`src/rtl/vga_pkg.sv`:
```
// Shared 800x600@72 timing constants, bus widths and small helpers.
// The renderer also uses these values for its layout.
package vga_pkg;
    localparam int H_VISIBLE = 800;
    localparam int H_FP      = 56;
    localparam int H_SYNC    = 120;
    localparam int H_BP      = 64;
    localparam int V_VISIBLE = 600;
    localparam int V_FP      = 37;
    localparam int V_SYNC    = 6;
    localparam int V_BP      = 23;
    localparam int H_TOTAL   = H_VISIBLE + H_FP + H_SYNC + H_BP;
    localparam int V_TOTAL   = V_VISIBLE + V_FP + V_SYNC + V_BP;

    localparam int CNT_W       = 11;
    localparam int RGB_FIELD_W = 3;
    localparam int RGB_W       = 3 * RGB_FIELD_W;
    localparam int REG_COUNT   = 11;
    localparam int REG_W       = 16 * REG_COUNT;

    localparam logic             SYNC_POL = 1'b1;
    localparam logic [RGB_W-1:0] FG_RGB   = 9'h1FF;
    localparam logic [RGB_W-1:0] BG_RGB   = 9'h000;

    function automatic logic in_window(input logic [CNT_W-1:0] v, input int lo, input int len);
        return (v >= CNT_W'(lo)) && (v < CNT_W'(lo + len));
    endfunction

    function automatic logic sync_level(input logic active, input logic pol);
        return active ? pol : ~pol;
    endfunction
endpackage

```
`src/rtl/vga_delay_line.sv`:
```
// Enable-gated shift register of configurable depth; depth 0 is a wire.
module vga_delay_line #(
    parameter int DEPTH = 0,
    parameter int WIDTH = 3
) (
    input  logic             clk,
    input  logic             rst,
    input  logic             en,
    input  logic [WIDTH-1:0] d,
    output logic [WIDTH-1:0] q
);
    generate
        if (DEPTH == 0) begin : g_bypass
            logic unused_ctrl_s;
            assign unused_ctrl_s = ^{clk, rst, en};
            assign q = d;
        end else begin : g_shift
            logic [WIDTH-1:0] stage_r [DEPTH];

            // shift one stage per enabled cycle, cleared to inactive on reset
            always_ff @(posedge clk or negedge rst) begin
                if (!rst) begin
                    for (int i = 0; i < DEPTH; i++) stage_r[i] <= {WIDTH{1'b0}};
                end else if (en) begin
                    stage_r[0] <= d;
                    for (int i = 1; i < DEPTH; i++) stage_r[i] <= stage_r[i-1];
                end
            end
            assign q = stage_r[DEPTH-1];
        end
    endgenerate
endmodule

```
`src/rtl/vga_scan_controller.sv`:
```
// Scan position generator, per-frame register snapshot and
// latency-aligned VGA sync/colour output stage.
module vga_scan_controller #(
    parameter int   H_VISIBLE      = vga_pkg::H_VISIBLE,
    parameter int   H_FP           = vga_pkg::H_FP,
    parameter int   H_SYNC         = vga_pkg::H_SYNC,
    parameter int   H_BP           = vga_pkg::H_BP,
    parameter int   V_VISIBLE      = vga_pkg::V_VISIBLE,
    parameter int   V_FP           = vga_pkg::V_FP,
    parameter int   V_SYNC         = vga_pkg::V_SYNC,
    parameter int   V_BP           = vga_pkg::V_BP,
    parameter logic SYNC_POL       = vga_pkg::SYNC_POL,
    parameter int   RENDER_LATENCY = 0,
    parameter logic [8:0] FG_RGB   = vga_pkg::FG_RGB,
    parameter logic [8:0] BG_RGB   = vga_pkg::BG_RGB
) (
    input  logic         clk,
    input  logic         rst,
    input  logic         pix_en,
    input  logic [175:0] regs_in,
    input  logic         hit,
    output logic [10:0]  x,
    output logic [10:0]  y,
    output logic [175:0] registers,
    output logic         frame_start,
    output logic         hsync,
    output logic         vsync,
    output logic [8:0]   rgb
);
    import vga_pkg::*;

    localparam int LINE_LEN    = H_VISIBLE + H_FP + H_SYNC + H_BP;
    localparam int FRAME_LINES = V_VISIBLE + V_FP + V_SYNC + V_BP;

    logic [CNT_W-1:0] hcnt_r, vcnt_r;
    logic             h_last_s, v_last_s, snap_s;
    logic [2:0]       raw_s, dly_s;
    logic [REG_W-1:0] registers_r;
    logic             frame_start_r, hsync_r, vsync_r;
    logic [RGB_W-1:0] rgb_r;

    assign h_last_s = (hcnt_r == CNT_W'(LINE_LEN - 1));
    assign v_last_s = (vcnt_r == CNT_W'(FRAME_LINES - 1));
    assign snap_s   = pix_en && h_last_s && v_last_s;

    // {visible, hs_raw, vs_raw}, active-high internally
    assign raw_s = {(hcnt_r < CNT_W'(H_VISIBLE)) && (vcnt_r < CNT_W'(V_VISIBLE)),
                    in_window(hcnt_r, H_VISIBLE + H_FP, H_SYNC),
                    in_window(vcnt_r, V_VISIBLE + V_FP, V_SYNC)};

    // horizontal and vertical scan counters
    always_ff @(posedge clk or negedge rst) begin
        if (!rst) begin
            hcnt_r <= {CNT_W{1'b0}};
            vcnt_r <= {CNT_W{1'b0}};
        end else if (pix_en) begin
            hcnt_r <= h_last_s ? {CNT_W{1'b0}} : hcnt_r + CNT_W'(1);
            if (h_last_s) begin
                vcnt_r <= v_last_s ? {CNT_W{1'b0}} : vcnt_r + CNT_W'(1);
            end
        end
    end

    vga_delay_line #(
        .DEPTH (RENDER_LATENCY),
        .WIDTH (3)
    ) u_align (
        .clk (clk),
        .rst (rst),
        .en  (pix_en),
        .d   (raw_s),
        .q   (dly_s)
    );

    // output stage: hit is sampled alongside the aligned visible flag
    always_ff @(posedge clk or negedge rst) begin
        if (!rst) begin
            hsync_r <= ~SYNC_POL;
            vsync_r <= ~SYNC_POL;
            rgb_r   <= {RGB_W{1'b0}};
        end else if (pix_en) begin
            hsync_r <= sync_level(dly_s[1], SYNC_POL);
            vsync_r <= sync_level(dly_s[0], SYNC_POL);
            rgb_r   <= dly_s[2] ? (hit ? FG_RGB : BG_RGB) : {RGB_W{1'b0}};
        end
    end

    // frame snapshot; frame_start is high while the new snapshot is first presented
    always_ff @(posedge clk or negedge rst) begin
        if (!rst) begin
            registers_r   <= {REG_W{1'b0}};
            frame_start_r <= 1'b0;
        end else begin
            frame_start_r <= snap_s;
            if (snap_s) begin
                registers_r <= regs_in;
            end
        end
    end

    assign x           = hcnt_r;
    assign y           = vcnt_r;
    assign registers   = registers_r;
    assign frame_start = frame_start_r;
    assign hsync       = hsync_r;
    assign vsync       = vsync_r;
    assign rgb         = rgb_r;
endmodule

```
`config.mk`:
```
export PLATFORM = sky130hd
export DESIGN_NAME = vga_scan_controller
export DESIGN_NICKNAME = d
export VERILOG_FILES = /design/src/rtl/vga_pkg.sv /design/src/rtl/vga_delay_line.sv /design/src/rtl/vga_scan_controller.sv
export SDC_FILE = /design/constraint.sdc
export NUM_CORES = 1
export LEC_CHECK = 0
export CAP_MARGIN = 10
export CORE_AREA = 3 3 149 151
export CTS_CLUSTER_DIAMETER = 200
export DETAILED_ROUTE_END_ITERATION = 6
export DIE_AREA = 0 0 152 154
export PLACE_DENSITY = 0.76
export SLEW_MARGIN = 0
export SYNTH_ARGS = -nofsm -noshare
export SYNTH_HDL_FRONTEND = slang
export SYNTH_HIERARCHICAL = 1
export SYNTH_SLANG_ARGS = --single-unit
```
`constraint.sdc`:
```
create_clock -name clk -period 3.9 [get_ports clk]
set_input_delay 0.975 -clock clk [delete_from_list [all_inputs] [get_ports clk]]
set_output_delay 0.975 -clock clk [all_outputs]
set_load 0.02 [all_outputs]
```
==> results.cfg <==
[run_status]
run_status = finished clean

[final_layout]
fillers = 1639
multi_input_area_um2 = 2720
fin_util = 0.614
nets = 1098
synthToLayoutAreaGrowth_pct = 59.1
drive_above_1_share = 0.144
ff_latch_area_um2 = 5050

[floorplan]
fp.coreArea_um2 = 21000
die_area_um2 = 23400
dieWidth_um = 152
die_y_um = 154
ios = 390
start_util = 0.386
rows = 53

[yosys]
yosysTopAreaCellShare = 0.625
ys_ff_latch = 202
async_flop_share = 1.00
ys.flop_type = dfrtp_1
post-synth-top-count-cell = dfrtp_1
synth_common_cells = dfrtp_1, mux2_1, mux2_2
synth_area_leaders = dfrtp_1, mux2_1, mux2_2, buf_6, buf_4
ys_seq_area_frac = 0.625
syn_area_um2 = 8090
synth_largest_area_cell = dfrtp_1
syn-num-nets = 711
synth_edf_count = 0
ys_warn_count = 6
syn_inst = 527
avgSynthCellArea_um2 = 15.3
synth_cell_types = 40

[power_and_ir_drop]
leakage_nw = 6.00
p_per_area_nw_per_um2 = 352
intPower_mw = 3.50
pwr-share-clk = 0.441
p_sw_frac = 0.226
p_switching_mw = 1.02
seqPwrFrac = 0.479
pwr-share-comb = 0.080
vdd_drop_max_uv = 331

[place]
port_buffers = 389
hpwl_mm = 16.7
place_congestion = 0.837

[cts]
cts_hold_buf = 0
clkLatencyLatePin_ps = 500
cts_setup_buffers = 0
clockBufferDepth = 3
root_buffer = clkbuf_16
postCtsResizedCells = 0
path_clk_slew_ps = 60
h-tree-depth = 1
clkSinkCount = 202
cts_made_buffers = 23
cts_tree = done

[timing]
clock_skew_ps = 15.7
worstMarginPinSlew_ps = 798
max_slew_margin = 0.468
fmax_mhz = 356
maxSlewViolCount = 0
post-route-period-util = 0.720
tns_ps = 0
finalHoldViolCount = 0
fin_crit_ps = 2810
rsz0062_at_grt = false
setup_viol = 0

[worst_setup_path]
slowest_stage = clkdlybuf4s50_1
end_kind = register
worstSetupPathType = input pin to register
rr_worst_depth = 6
worst-path-buf-inv = 2
cp_data_required_time_ps = 4260
critPathArrivalTime_ps = 3170
cpPeakStageDelay_ps = 490
cp.depth = 6
path_cells = clkdlybuf4s50_1 -> and4_1 -> nand3_2 -> nor2_4 -> buf_12 -> mux2_1
worstPathMaxFanout = 83
startpoint_type = input pin
cpLargestDelayFamily = buffers and inverters

[detailed_routing]
drt-initial-drc-count = 212
viasPerCell = 4.81
totalWireLength_mm = 22.6
drc = 0
firstDrtPassIters = 6
drtAntennaViolNets = 0
wl_met1_mm = 8.57
dr_wl_met2_mm = 11.4
wl_per_cell_um = 18.7
wl_met3_mm = 1.83
topRoutingLayerUsed = met4
num_vias = 5808

[grt]
grt_antenna_before_repair = 3
track_usage = 0.187
overflow = 0
grt_pass1_vias = 6226
grt_max_degree = 99
grt_pass1_wl_mm = 35.2

[hold_path]
holdPathStages = 1
hold_class = register to register

[run]
max-cap-violations = 0
## area by class of cell
type                    instances  share of cell area
clock buffers                  28              0.0493
diodes                          3            0.000583
inverters                       8             0.00233
clock inverters                12             0.00583
repair buffers                397               0.311
well taps                     275              0.0267
multi-input cells             282               0.211
flip-flops and latches        202               0.393
## flip-flops by register name, indices dropped and copies added, names as in the netlist
| name | cells |
|---|---|
| frame_start | 1 |
| vsync | 1 |
| registers | 176 |
| x | 11 |
| y | 11 |
| hsync | 1 |
| rgb | 1 |
## routing by layer
| layer | global-route usage | up-vias |
|---|---|---|
| met1 | 0.218 | 2862 |
| met4 | 0.0621 | 0 |
| li1 | - | 2640 |
| met2 | 0.328 | 261 |
| met3 | 0.0588 | 45 |
| met5 | 0 | - |
## logic make-up (layout without fill, tap and decap cells)
family,count (synthesis),in the layout,share of synthesized area
other,0,3,0
buffers and inverters,43,445,0.0393
adders and majority gates,4,4,0.00619
muxes,179,179,0.249
AOI/OAI and AO/OA,30,30,0.0217
xor gates and xnor gates,11,11,0.0119
and+or+nand+nor,58,58,0.0470
DFF,202,202,0.625
## metrics by stage
step	instance area, um^2	power, mW	hold WS [ps]	std cells	worst slack (ps)
after floorplan	8090	2.29	609	527	1530
after global placement	12200	2.57	466	1164	686
after detailed placement	12200	2.57	474	1164	626
after CTS	12900	4.61	487	1204	1130
after global routing	12900	4.72	499	1207	1010
final	12900	4.53	480	1207	1090
## placed cells by master (no fill, tap or decap), types with 2 or more instances in the layout
master,count
a21oi_1,6
a31oi_1,2
and3_1,5
and4_1,2
buf_12,4
buf_4,4
clkbuf_16,23
clkbuf_8,5
clkdlybuf4s50_1,388
clkinv_2,7
clkinvlp_4,3
dfrtp_1,202
diode_2,3
ha_1,4
inv_1,8
mux2_1,101
mux2_2,77
nand2_1,13
nand3_1,12
nand3_2,2
nand4_1,4
nor2_1,4
nor3_1,2
nor4_1,3
nor4b_4,2
o211ai_1,2
o21ai_0,11
o22ai_1,4
or3_1,2
xnor2_1,4
xor2_1,7
## final timing paths
path                                from       endpoint  slack (ps)
hold reg to reg            registers[43]  registers[43]         480
setup reg to reg                    x[1]  registers[17]        1400
setup / recovery                  pix_en  registers[17]        1090
min in group asynchronous            rst           x[9]         580
hold / removal             registers[43]  registers[43]         480
max in group asynchronous            rst  registers[82]        2560
## power groups by stage
stage	clock (mW)	sequential, mW	combinational, mW
floorplan	0	2.22	0.0753
global placement	0	2.21	0.362
detailed placement	0	2.21	0.366
CTS	2.07	2.17	0.369
global route	2.15	2.18	0.394
finish	2.00	2.17	0.362
(Power assumes the default switching activity.)
